===== config.mk =====
export PLATFORM = sky130hd
export DESIGN_NAME = inverse_zig_zag_traversal_flat
export DESIGN_NICKNAME = d
export VERILOG_FILES = /design/src/rtl/inverse_zig_zag_traversal_if.sv /design/src/rtl/inverse_zig_zag_traversal.sv /design/src/flat_wrapper.sv
export SDC_FILE = /design/constraint.sdc
export NUM_CORES = 1
export LEC_CHECK = 0
export ABC_AREA = 1
export BUFFER_PORTS_ARGS = -buffer_cell sky130_fd_sc_hd__buf_2
export CAP_MARGIN = 20
export CORE_UTILIZATION = 55
export DETAILED_ROUTE_END_ITERATION = 10
export PLACE_DENSITY = 0.83
export SLEW_MARGIN = 5
export SYNTH_ARGS = -nofsm -noshare
export SYNTH_HDL_FRONTEND = slang
export SYNTH_SLANG_ARGS = --single-unit

===== constraint.sdc =====
create_clock -name clk -period 2.5 [get_ports clk]
set_input_delay 0.375 -clock clk [delete_from_list [all_inputs] [get_ports clk]]
set_output_delay 0.375 -clock clk [all_outputs]
set_load 0.03 [all_outputs]

===== src/rtl/inverse_zig_zag_traversal_if.sv =====
// rtl/inverse_zig_zag_traversal_if.sv - coefficient stream and matrix read-back bundle
//
// Signals:
//   start          host -> block  one-cycle pulse, begins a new block
//   in_valid       host -> block  in_data is valid this cycle
//   in_data        host -> block  next coefficient in zig-zag order
//   in_ready       block -> host  block accepts a coefficient this cycle
//   done           block -> host  full N*N block written
//   wr_count       block -> host  coefficients accepted in the current block
//   ram_read_addr  host -> block  raster address, row*N+col
//   ram_read_data  block -> host  matrix word at ram_read_addr
interface inverse_zig_zag_traversal_if #(
  parameter int DATA_W = 8,
  parameter int N      = 8,
  parameter int ADDR_W = 2 * $clog2(N)
);
  logic              start;
  logic              in_valid;
  logic [DATA_W-1:0] in_data;
  logic              in_ready;
  logic              done;
  logic [ADDR_W:0]   wr_count;
  logic [ADDR_W-1:0] ram_read_addr;
  logic [DATA_W-1:0] ram_read_data;

  modport master (
    output start, in_valid, in_data, ram_read_addr,
    input  in_ready, done, wr_count, ram_read_data
  );

  modport slave (
    input  start, in_valid, in_data, ram_read_addr,
    output in_ready, done, wr_count, ram_read_data
  );
endinterface


===== src/rtl/inverse_zig_zag_traversal.sv =====
// rtl/inverse_zig_zag_traversal.sv - writes a zig-zag coefficient stream into a raster-order matrix
//
// Ports:
//   clk    single clock, all state on the rising edge
//   reset  asynchronous, active-low reset
//   bus    inverse_zig_zag_traversal_if.slave (stream in, status, read-back)
//
// Build option: define INVZZ_SYNC_READ_EN to register ram_read_data
// (one-cycle read latency, reset value 0); otherwise the read is combinational.
module inverse_zig_zag_traversal #(
  parameter int DATA_W = 8,
  parameter int N      = 8
) (
  input  logic clk,
  input  logic reset,
  inverse_zig_zag_traversal_if.slave bus
);
  localparam int LOG2N  = $clog2(N);
  localparam int ADDR_W = 2 * LOG2N;

  localparam logic [LOG2N-1:0] IDX_MAX = LOG2N'(N - 1);
  localparam logic [ADDR_W:0]  CNT_LAST = (ADDR_W + 1)'(N * N - 1);

  typedef enum logic {FILL, DONE} state_t;
  typedef enum logic {UP, DOWN} dir_t;

  state_t            state_q;
  dir_t              dir_q, dir_d;
  logic [LOG2N-1:0]  row_q, row_d;
  logic [LOG2N-1:0]  col_q, col_d;
  logic [ADDR_W:0]   wr_count_q;
  logic [DATA_W-1:0] mem_q [N*N];

  logic xfer;
  logic wr_en;

  assign xfer  = bus.in_valid && (state_q == FILL);
  // start takes priority over a coincident transfer: that coefficient is dropped.
  // Gating on reset keeps an asserted reset from writing on a clock edge.
  assign wr_en = xfer && !bus.start && reset;

  assign bus.in_ready = (state_q == FILL);
  assign bus.done     = (state_q == DONE);
  assign bus.wr_count = wr_count_q;

  // Zig-zag walker: next (row, col, dir) after the current position.
  always_comb begin
    row_d = row_q;
    col_d = col_q;
    dir_d = dir_q;
    if (dir_q == UP) begin
      if (col_q == IDX_MAX) begin
        row_d = row_q + LOG2N'(1);
        dir_d = DOWN;
      end else if (row_q == '0) begin
        col_d = col_q + LOG2N'(1);
        dir_d = DOWN;
      end else begin
        row_d = row_q - LOG2N'(1);
        col_d = col_q + LOG2N'(1);
      end
    end else begin
      if (row_q == IDX_MAX) begin
        col_d = col_q + LOG2N'(1);
        dir_d = UP;
      end else if (col_q == '0) begin
        row_d = row_q + LOG2N'(1);
        dir_d = UP;
      end else begin
        row_d = row_q + LOG2N'(1);
        col_d = col_q - LOG2N'(1);
      end
    end
  end

  always_ff @(posedge clk or negedge reset) begin
    if (!reset) begin
      state_q    <= FILL;
      dir_q      <= UP;
      row_q      <= '0;
      col_q      <= '0;
      wr_count_q <= '0;
    end else if (bus.start) begin
      state_q    <= FILL;
      dir_q      <= UP;
      row_q      <= '0;
      col_q      <= '0;
      wr_count_q <= '0;
    end else if (xfer) begin
      wr_count_q <= wr_count_q + (ADDR_W + 1)'(1);
      row_q      <= row_d;
      col_q      <= col_d;
      dir_q      <= dir_d;
      if (wr_count_q == CNT_LAST) begin
        state_q <= DONE;
      end
    end
  end

  // Matrix storage is deliberately not reset; {row, col} is row*N+col since N is a power of two.
  always_ff @(posedge clk) begin
    if (wr_en) begin
      mem_q[{row_q, col_q}] <= bus.in_data;
    end
  end

`ifdef INVZZ_SYNC_READ_EN
  logic [DATA_W-1:0] rd_q;

  always_ff @(posedge clk or negedge reset) begin
    if (!reset) begin
      rd_q <= '0;
    end else begin
      rd_q <= mem_q[bus.ram_read_addr];
    end
  end

  assign bus.ram_read_data = rd_q;
`else
  assign bus.ram_read_data = mem_q[bus.ram_read_addr];
`endif
endmodule


===== src/flat_wrapper.sv =====
// flat-port wrapper written by rule: the top's interface ports become plain ports
module inverse_zig_zag_traversal_flat 
#(
  parameter int DATA_W = 8,
  parameter int N      = 8
)
  (clk, reset, bus_start, bus_in_valid, bus_in_data, bus_ram_read_addr, bus_in_ready, bus_done, bus_wr_count, bus_ram_read_data);
  inverse_zig_zag_traversal_if #(.DATA_W(DATA_W), .N(N)) bus_i ();
  input  logic clk;
  input  logic reset;
  input wire logic [$bits(bus_i.start)-1:0] bus_start;
  input wire logic [$bits(bus_i.in_valid)-1:0] bus_in_valid;
  input wire logic [$bits(bus_i.in_data)-1:0] bus_in_data;
  input wire logic [$bits(bus_i.ram_read_addr)-1:0] bus_ram_read_addr;
  output wire logic [$bits(bus_i.in_ready)-1:0] bus_in_ready;
  output wire logic [$bits(bus_i.done)-1:0] bus_done;
  output wire logic [$bits(bus_i.wr_count)-1:0] bus_wr_count;
  output wire logic [$bits(bus_i.ram_read_data)-1:0] bus_ram_read_data;
  assign bus_i.start = bus_start;
  assign bus_i.in_valid = bus_in_valid;
  assign bus_i.in_data = bus_in_data;
  assign bus_i.ram_read_addr = bus_ram_read_addr;
  assign bus_in_ready = bus_i.in_ready;
  assign bus_done = bus_i.done;
  assign bus_wr_count = bus_i.wr_count;
  assign bus_ram_read_data = bus_i.ram_read_data;
  inverse_zig_zag_traversal #(.DATA_W(DATA_W), .N(N)) u_core (.clk(clk), .reset(reset), .bus(bus_i));
endmodule

==> results_dict.tcl, run 1 <==
set metrics [dict create \
    hold_start "bus_start" \
    dp_slack_ns 0.03994 \
    htree_levels 2 \
    numCtsBuffers 51 \
    fp.coreArea_mm2 0.03901 \
    fin_ws_ns 0.01295 \
    hpwl_mm 32.21 \
    io_pins 35 \
    synth_top_area_share_pct 70.05 \
    synth_top_cell_by_area "edfxtp_1" \
    die_h_um 201.8 \
    r2r_cells 8 \
    hold_depth 2 \
    clk_latency_ns 0.60 \
    hp-class "input pin to flip-flop" \
    hold_viol 0 \
    synth_seq_area_share_pct 71.76 \
    most-common-layout-cells "nand2_1 (665), edfxtp_1 (512), nand3_1 (441)" \
    min_to "u_core.bus.wr_count[3]" \
    root_buffer "clkbuf_16" \
    finalCritPeriodShare_pct 99.48 \
    finalSetupTns_ns 0 \
    antenna_found_initial 1 \
    power_density_mw_per_mm2 767.7 \
    cap_viol_max_count 0 \
    r2r-start "u_core.bus.done" \
    synth.net_count 1927 \
    vias_per_cell 6.110 \
    worstSetupEndpointType "primary output" \
    num-nets-final 2034 \
    fp.dieW_um 201.8 \
    finClkSkew_ns 0.01799 \
    rrSetupSlack_ns 0.23 \
    clk_path_buf_depth 3 \
    grt_pass1_vias 14909 \
    drive_gt1_share_pct 12.11 \
    max_stage_delay_ns 0.20 \
    dr_total_vias 15685 \
    p_leak_nw 9.389 \
    setup_violations 0 \
    cts_tree "done" \
    grt_first_pass_wirelength_mm 82.66 \
    critical_path_arrival_ns 2.11 \
    fmax_mhz 402.1 \
    max_slew.worst_pin.slew_ns 0.7704 \
    wl_per_cell_um 21.62 \
    cts.sinks 527 \
    required_ns 2.12 \
    reg2reg_to "u_core.mem_q[41][5]" \
    cp_cell_sequence "buf_8, clkinv_8, buf_16, buf_4, buf_4, nand2_1, nand3_1, nand3_1, nand2_1, nand2_1, nand3_1, nand3_1, nand2_1, buf_4" \
    port_buffers 34 \
    fin_area_mm2 0.02516 \
    ys.warnings.count 0 \
    syn_inst 1900 \
    vdd_drop_max_v 0.0004648 \
    drt-pass1-iter-count 6 \
    die_area_mm2 0.04071 \
    crit_slowest_cell "buf_4" \
    gp_congestion 0.9560 \
    relSlewSlack_pct 48.64 \
    syn_to_final_growth_pct 14.61 \
    grt_usage_pct 26.74 \
    synth_area_mm2 0.02195 \
    first_iter_violations 2087 \
    clkTransAtPathRegs_ns 0.06 \
    floorplan.initialDensity_pct 56.27 \
    ys_types 29 \
    final_max_slew_viol_count 0 \
    grt_overflow 0 \
    min_period_ns 2.487 \
    synth_area_leaders "edfxtp_1 (70%), nand2_1 (11%), nand3_1 (10%), dfrtp_1 (1.7%), buf_2 (1.4%)" \
    layout_commonest_cell "nand2_1" \
    grt_max_degree 66 \
    cp-start-kind "input pin" \
    ys_seq_elements 527 \
    antenna_left 0 \
    place_area_mm2 0.02322 \
    critPathKind "input pin to primary output" \
    std_cell_rows 72 \
    status "completed" \
    wl_mm 55.50 \
    avgSynthCellArea_um2 11.55 \
    drc 0 \
    worstPathMaxFanout 10 \
]
[worst max-delay path by stage]
| stage | from | endpoint |
|---|---|---|
| detailed placement | bus_ram_read_addr[0] | bus_ram_read_data[6] |
| global route | bus_ram_read_addr[0] | bus_ram_read_data[6] |
| global placement | bus_ram_read_addr[0] | bus_ram_read_data[6] |
| floorplan | u_core.bus.done | u_core.mem_q[0][0] |
| finish | bus_ram_read_addr[0] | bus_ram_read_data[6] |
| CTS | bus_ram_read_addr[0] | bus_ram_read_data[7] |
[metrics by stage]
stage	instances	utilization [%]	total power, mW	hold slack (ns)
after floorplan	1900	-	11.05	0.07941
after global placement	2461	59.54	11.60	0.3498
after detailed placement	2461	59.54	11.67	0.3594
after CTS	2556	63.80	19.19	0.01879
after global routing	2567	64.49	19.78	0.03741
final	2567	64.49	19.31	0.04396
[final cells by class]
class / count / area [um^2]
Antenna cell: 1 / 2.502
Clock buffer: 60 / 1310
Clock inverter: 34 / 339.1
Fill cell: 2674 / 13850
Inverter: 27 / 116.4
Multi-Input combinational cell: 1236 / 5396
Sequential cell: 527 / 15750
Tap cell: 518 / 648.1
Timing Repair Buffer: 164 / 1593
[critical path: cells and delay by family]
family | cells | cell delay (ns)
simple gates | 8 | 0.74
buf+inv | 6 | 0.96
[flip-flops by register name, indices dropped and copies added, names as in the netlist]
name,flops
u_core.mem_q,512
u_core.bus.wr_count,7
u_core.col_q,3
u_core.row_q,3
u_core.bus.done,1
u_core.dir_q,1
[timing repair]
action	in CTS	in global routing
resized for setup	1	20
cloned	0	6
endpoints found under the setup margin	1	6
hold endpoints to repair	15	0
hold buffers	1	0
setup buffers	0	4
pin swaps	0	0
[layer usage]
layer	part of all wire, %	GRT usage (%)
met3	12	4.810
met5	0	0
met1	37	36.43
met2	48	43.08
met4	3.2	10.34
[power by group]
| group | switching [mW] | leakage, nW | total, mW | internal, mW |
|---|---|---|---|---|
| clock | 3.23 | 0.804 | 7.69 | 4.46 |
| sequential | 0.0861 | 4.81 | 9.86 | 9.78 |
| combinational | 1.25 | 3.78 | 1.76 | 0.514 |
| total | 4.56 | 9.39 | 19.3 | 14.7 |
[synth_stat cells]
cell and count:
a31oi_1 1, nand2_2 2, clkbuf_1 7, nand3b_1 1, nand4_1 8, dfrtp_1 15, xnor2_1 2, buf_2 61
nand3_1 445, buf_4 9, nor2_1 72, mux2i_1 1, inv_1 23, o21ai_0 14, buf_1 7, ha_1 9
o22ai_1 1, nand2_1 668, inv_2 3, nor2_2 2, o211ai_1 1, nor3_1 2, or4_1 1, edfxtp_1 512
buf_8 2, buf_6 24, o32ai_1 1, inv_4 1, a21oi_1 5
[kinds of logic (layout without fill, tap and decap cells)]
family	Yosys count	count (layout)	synth area share, %
compound gates	23	23	0.5644
flops	527	527	71.76
xor+xnor	2	2	0.07982
fa+ha+maj	9	9	0.5131
simple gates	1201	1201	23.26
other cells	0	1	0
mux	1	1	0.04561
buf+inv	137	285	3.780
(Power assumes the default switching activity.)
==> inputs of run 2 (changes only) <==
- ABC_AREA: 1 -> default
==> results_dict.tcl, run 2 <==
set metrics [dict create \
    num-nets-final 1272 \
    vias_per_cell 6.565 \
    hp-class "input pin to flip-flop" \
    yosysMostFrequentCell "edfxtp_1" \
    multiInputGateArea_mm2 0.005016 \
    dr_total_vias 11738 \
    avgSynthCellArea_um2 20.14 \
    hold_viol 0 \
    synth_compound_gate_area_share_pct 3.286 \
    hpwl_mm 30.84 \
    synth_seq_area_share_pct 75.48 \
    clkTransAtPathRegs_ns 0.07 \
    fp.coreArea_mm2 0.03696 \
    ys_seq_elements 527 \
    drt-pass1-iter-count 6 \
    wl_per_cell_um 29.66 \
    p_total_mw 18.94 \
    critical_path_arrival_ns 2.47 \
    clk_latency_ns 0.57 \
    synth_area_leaders "edfxtp_1 (74%), mux4_2 (12%), dfrtp_1 (1.8%), nor2_1 (1.6%), mux4_1 (1.4%)" \
    cts_tree "done" \
    port_buffers 34 \
    fin_util_pct 67.13 \
    grt_max_degree 65 \
    htree_levels 2 \
    synthArstFlopShare_pct 2.846 \
    largest-register "u_core.mem_q" \
    numCtsBuffers 51 \
    status "finished with violations" \
    final-seq-area_mm2 0.01575 \
    wl_mm 53.04 \
    finalCritPeriodShare_pct 114.0 \
    die_h_um 196.8 \
    setup_violations 8 \
    synth_edf_count 512 \
    yosys-top-cells-count "edfxtp_1 (512), mux4_2 (111), nor2_1 (91), nand2_1 (26), nand3_1 (22)" \
    io_pins 35 \
    syn_inst 1036 \
    finalSetupTns_ns -2.122 \
    ys.warnings.count 0 \
    cap_viol_max_count 0 \
    fin_ws_ns -0.3499 \
    synth.net_count 1063 \
    synthAdderAreaFrac_pct 0.5397 \
    synth_ff_type "edfxtp_1" \
    gp_congestion 0.9321 \
    antenna_left 0 \
    synth_xor_area_share_pct 0.4197 \
    ys_types 50 \
    first_iter_violations 1746 \
    max_slew.worst_pin.slew_ns 1.130 \
    relSlewSlack_pct 24.69 \
    power_density_mw_per_mm2 763.4 \
    dp_slack_ns -0.4475 \
    fmax_mhz 350.9 \
    min_period_ns 2.850 \
    required_ns 2.12 \
    worstPathMaxFanout 1 \
    fillers 2236 \
    drc 0 \
    grt_usage_pct 26.93 \
    floorplan.initialDensity_pct 56.46 \
    finClkSkew_ns 0.01714 \
    hold_ws_ns 0.1842 \
    synth_top_area_share_pct 73.68 \
    rsz0062_at_grt "yes" \
    root_buffer "clkbuf_16" \
    largest_register_ffs 512 \
    violations "negative setup slack" \
    worstSetupEndpointType "primary output" \
    vdd_drop_max_v 0.0004458 \
    insertedDiodeCount 0 \
    synthSimpleGateAreaFrac_pct 4.209 \
    clk_path_buf_depth 3 \
    grt_pass1_vias 11741 \
    cp-start-kind "flip-flop" \
    synth_top_family_by_area "multiplexers" \
    drive_gt1_share_pct 34.50 \
    antenna_found_initial 0 \
    grt_overflow 0 \
    die_area_mm2 0.03872 \
    synth_top_cell_by_area "edfxtp_1" \
    most-common-layout-cells "edfxtp_1 (512), buf_4 (162), mux4_2 (116)" \
    cts.sinks 527 \
    p_leak_nw 8.222 \
    std_cell_rows 70 \
    layout_commonest_cell "edfxtp_1" \
    critPathKind "flip-flop to primary output" \
    fp.dieW_um 196.8 \
    synthMuxAreaShare_pct 14.29 \
    grt_first_pass_wirelength_mm 74.98 \
    synth_area_mm2 0.02087 \
    final_max_slew_viol_count 0 \
    syn_to_final_growth_pct 18.90 \
]
[run 2: cell types whose count changed after synthesis, sizes merged, moves of 13 or more]
cell and delta:
buf -66, clkbuf +13, inv -21, mux2i +16, mux4 +122, nand2 -644
nand3 -423, nor2 +17, nor2b +15, o22ai +15
[run 2: final timing paths]
| path | depth (start not counted) | to | slack [ns] | from |
|---|---|---|---|---|
| setup / recovery | 4 | bus_ram_read_data[1] | -0.35 | u_core.mem_q[43][1] |
| hold / removal | 3 | u_core.bus.wr_count[6] | 0.18 | bus_start |
| setup reg to reg | 5 | u_core.mem_q[8][3] | 0.21 | u_core.bus.done |
| hold reg to reg | 2 | u_core.bus.wr_count[6] | 0.53 | u_core.bus.wr_count[6] |
| max in group asynchronous | 3 | u_core.col_q[0] | 2.03 | reset |
| min in group asynchronous | 3 | u_core.bus.wr_count[4] | 0.29 | reset |
[run 2: worst max-delay path, cell delays in order, from the launching register on]
cell and delay (ns):
edfxtp_1 0.43, mux4_1 0.62, a211o_1 0.39, a32o_2 0.32, buf_6 0.14
[run 2: cell families after synthesis]
kind of cell             after synthesis
multiplexers                         141
flip-flops                           527
AND/OR/NAND/NOR                      189
XOR/XNOR                              10
buffers and inverters                 63
AO/OA/AOI/OAI                         97
adder cells (fa/ha/maj)                9
[run 2: report_power, final]
part / switching, mW / internal (mW)
Sequential: 0.107 / 9.78
Combinational: 1.03 / 0.674
Clock: 3.19 / 4.16
[run 2: area by class of cell]
type | instances | share of cell area [%]
Tap cell | 504 | 2.542
Multi-Input combinational cell | 446 | 20.22
Sequential cell | 527 | 63.48
Timing Repair Buffer | 213 | 7.318
Clock inverter | 30 | 0.8674
Clock buffer | 62 | 5.482
Inverter | 6 | 0.09078
[run 2: layer usage]
| metal | part of all wire [%] | up-vias | global-route usage [%] |
|---|---|---|---|
| met3 | 10 | 176 | 5.236 |
| met1 | 35 | 5981 | 35.53 |
| met4 | 5.0 | 0 | 11.60 |
| met5 | 0 | - | 0 |
| li1 | - | 4700 | - |
| met2 | 50 | 881 | 44.17 |
[run 2: metrics by stage]
| step | instances | instance area [um^2] |
|---|---|---|
| after floorplan | 1036 | 20870 |
| after global placement | 1686 | 22750 |
| after detailed placement | 1686 | 22750 |
| after CTS | 1779 | 24570 |
| after global routing | 1788 | 24810 |
| final | 1788 | 24810 |
[run 2: timing repair]
action | in CTS | in global routing
hold buffers | 1 | 0
resized for setup | 63 | 27
hold endpoints to repair | 15 | 0
endpoints found under the setup margin | 8 | 8
buffers inserted | 0 | 7
cloned | 0 | 1
pin swaps | 17 | 13
==> inputs of run 3 (changes only) <==
==> constraint.sdc (replaced) <==
create_clock -name clk -period 2.5 [get_ports clk]
set_input_delay 0.25 -clock clk [delete_from_list [all_inputs] [get_ports clk]]
set_output_delay 0.25 -clock clk [all_outputs]
set_load 0.03 [all_outputs]
==> results_dict.tcl, run 3 (synthesis gave the netlist of run 2 again) <==
set metrics [dict create \
    fin_area_mm2 0.02466 \
    antenna_found_initial 0 \
    drive_gt1_share_pct 33.39 \
    reg2reg_to "u_core.mem_q[5][3]" \
    hold_ws_ns 0.06339 \
    vdd_drop_max_v 0.0005359 \
    insertedDiodeCount 0 \
    finalCritPeriodShare_pct 112.1 \
    fmax_mhz 356.8 \
    floorplan.initialDensity_pct 56.46 \
    max_stage_delay_ns 0.50 \
    min_to "u_core.bus.wr_count[6]" \
    std_cell_rows 70 \
    largest-register "u_core.mem_q" \
    instances_no_fill 1765 \
    critical_path_arrival_ns 2.55 \
    numCtsBuffers 51 \
    status "finished with violations" \
    largest_register_ffs 512 \
    hp-class "input pin to flip-flop" \
    worstSetupEndpointType "primary output" \
    port_buffers 34 \
    fp.coreArea_mm2 0.03696 \
    hold_depth 3 \
    final_max_slew_viol_count 0 \
    violations "negative setup slack" \
    syn_to_final_growth_pct 18.20 \
    r2r_cells 6 \
    io_pins 35 \
    dp_slack_ns -0.1363 \
    cap_viol_max_count 0 \
    root_buffer "clkbuf_16" \
    hold_start "bus_start" \
    grt_first_pass_wirelength_mm 75.59 \
    clkTransAtPathRegs_ns 0.06 \
    antenna_left 0 \
    drc 0 \
    min_period_ns 2.803 \
    setup_violations 7 \
    dp.cells 1674 \
    cp_cell_sequence "mux4_1, nor3_1, a211o_1, a221oi_1, a311o_1, buf_4" \
    htree_levels 2 \
    finalSetupTns_ns -1.197 \
    finClkSkew_ns 0.01132 \
    cp_num_buf_inv 1 \
    cts.sinks 527 \
    hold_viol 0 \
    cts_tree "done" \
    drt-pass1-iter-count 6 \
    relSlewSlack_pct 40.84 \
    fp.dieW_um 196.8 \
    place_area_mm2 0.02269 \
    fin_ws_ns -0.3029 \
    power_density_mw_per_mm2 774.1 \
    grt_pass1_vias 11722 \
    cp-start-kind "flip-flop" \
    num-nets-final 1249 \
    dr_total_vias 11540 \
    rsz0062_at_grt "yes" \
    layout_commonest_cell "edfxtp_1" \
    worstPathMaxFanout 1 \
    grt_usage_pct 27.19 \
    clk_path_buf_depth 3 \
    die_area_mm2 0.03872 \
    clk_latency_ns 0.57 \
    critPathKind "flip-flop to primary output" \
    path_delay_family "compound AO/OA/AOI/OAI gates" \
    most-common-layout-cells "edfxtp_1 (512), buf_4 (142), mux4_2 (115)" \
    wl_per_cell_um 29.36 \
    die_h_um 196.8 \
    rrSetupSlack_ns 0.18 \
    max_slew.worst_pin.slew_ns 0.8874 \
    wl_mm 51.82 \
    hpwl_mm 31.97 \
    vias_per_cell 6.538 \
    gp_congestion 0.8774 \
    first_iter_violations 1723 \
    p_leak_nw 8.129 \
    crit_slowest_cell "mux4_1" \
    r2r-start "u_core.bus.done" \
    grt_overflow 0 \
    required_ns 2.25 \
    grt_max_degree 65 \
]
## run 3: cell count changes in the layout (fill, tap and decap cells not counted), sizes merged
cell,before,now
clkbuf,63,64
clkinvlp,3,1
buf,211,189
bufinv,3,5
clkinv,24,21
inv,6,7
## run 3: cell type report
| cell class | instances | area, um^2 |
|---|---|---|
| Sequential cell | 527 | 15750 |
| Multi-Input combinational cell | 446 | 5060 |
| Fill cell | 2250 | 12300 |
| Tap cell | 504 | 630.6 |
| Inverter | 6 | 22.52 |
| Clock inverter | 28 | 255.2 |
| Timing Repair Buffer | 190 | 1578 |
| Clock buffer | 64 | 1368 |
## run 3: worst max path at each step
stage | slack, ns | from | cells past startpoint | endpoint
after floorplan | 0.18 | u_core.bus.done | 6 | u_core.mem_q[40][0]
after global placement | -0.13 | bus_ram_read_addr[1] | 10 | bus_ram_read_data[7]
after detailed placement | -0.14 | bus_ram_read_addr[1] | 10 | bus_ram_read_data[7]
after CTS | -0.30 | u_core.mem_q[6][7] | 6 | bus_ram_read_data[7]
after global routing | -0.33 | u_core.mem_q[44][7] | 6 | bus_ram_read_data[7]
final | -0.30 | u_core.mem_q[10][0] | 6 | bus_ram_read_data[0]
## run 3: metrics by stage
| stage | total power [mW] | util (%) |
|---|---|---|
| final | 19.09 | 66.73 |
| after global routing | 19.54 | 66.73 |
| after CTS | 19.08 | 66.43 |
| after detailed placement | 11.57 | 61.38 |
| after global placement | 11.51 | 61.38 |
| after floorplan | 10.94 | - |
## run 3: power breakdown
group          total (mW)  internal (mW)  switching (mW)  leakage (nW)
logic                1.65          0.650           0.999          2.53
registers            9.87           9.78          0.0972          4.81
clock network        7.57           4.37            3.20         0.793
## run 3: routing by layer
layer	up-vias	share of wire [%]	wire (um)	GRT usage, %
met5	-	0	0	0
met4	0	3.2	1676	9.360
met3	130	11	5822	5.459
met2	901	50	25780	44.80
met1	5867	36	18540	36.60
li1	4642	-	-	-
## run 3: timing repair
item                                    in CTS  in global routing
hold buffers                                 1                  0
resized for setup                           63                 23
endpoints found under the hold margin       15                  0
pin swaps                                   24                 18
setup buffers                                0                  0
endpoints found under the setup margin       8                  8
gates cloned                                 0                  0
## run 3: worst min-delay path, stage by stage
cell,delay [ns]
buf_2,0.09
buf_4,0.20
a21oi_1,0.06
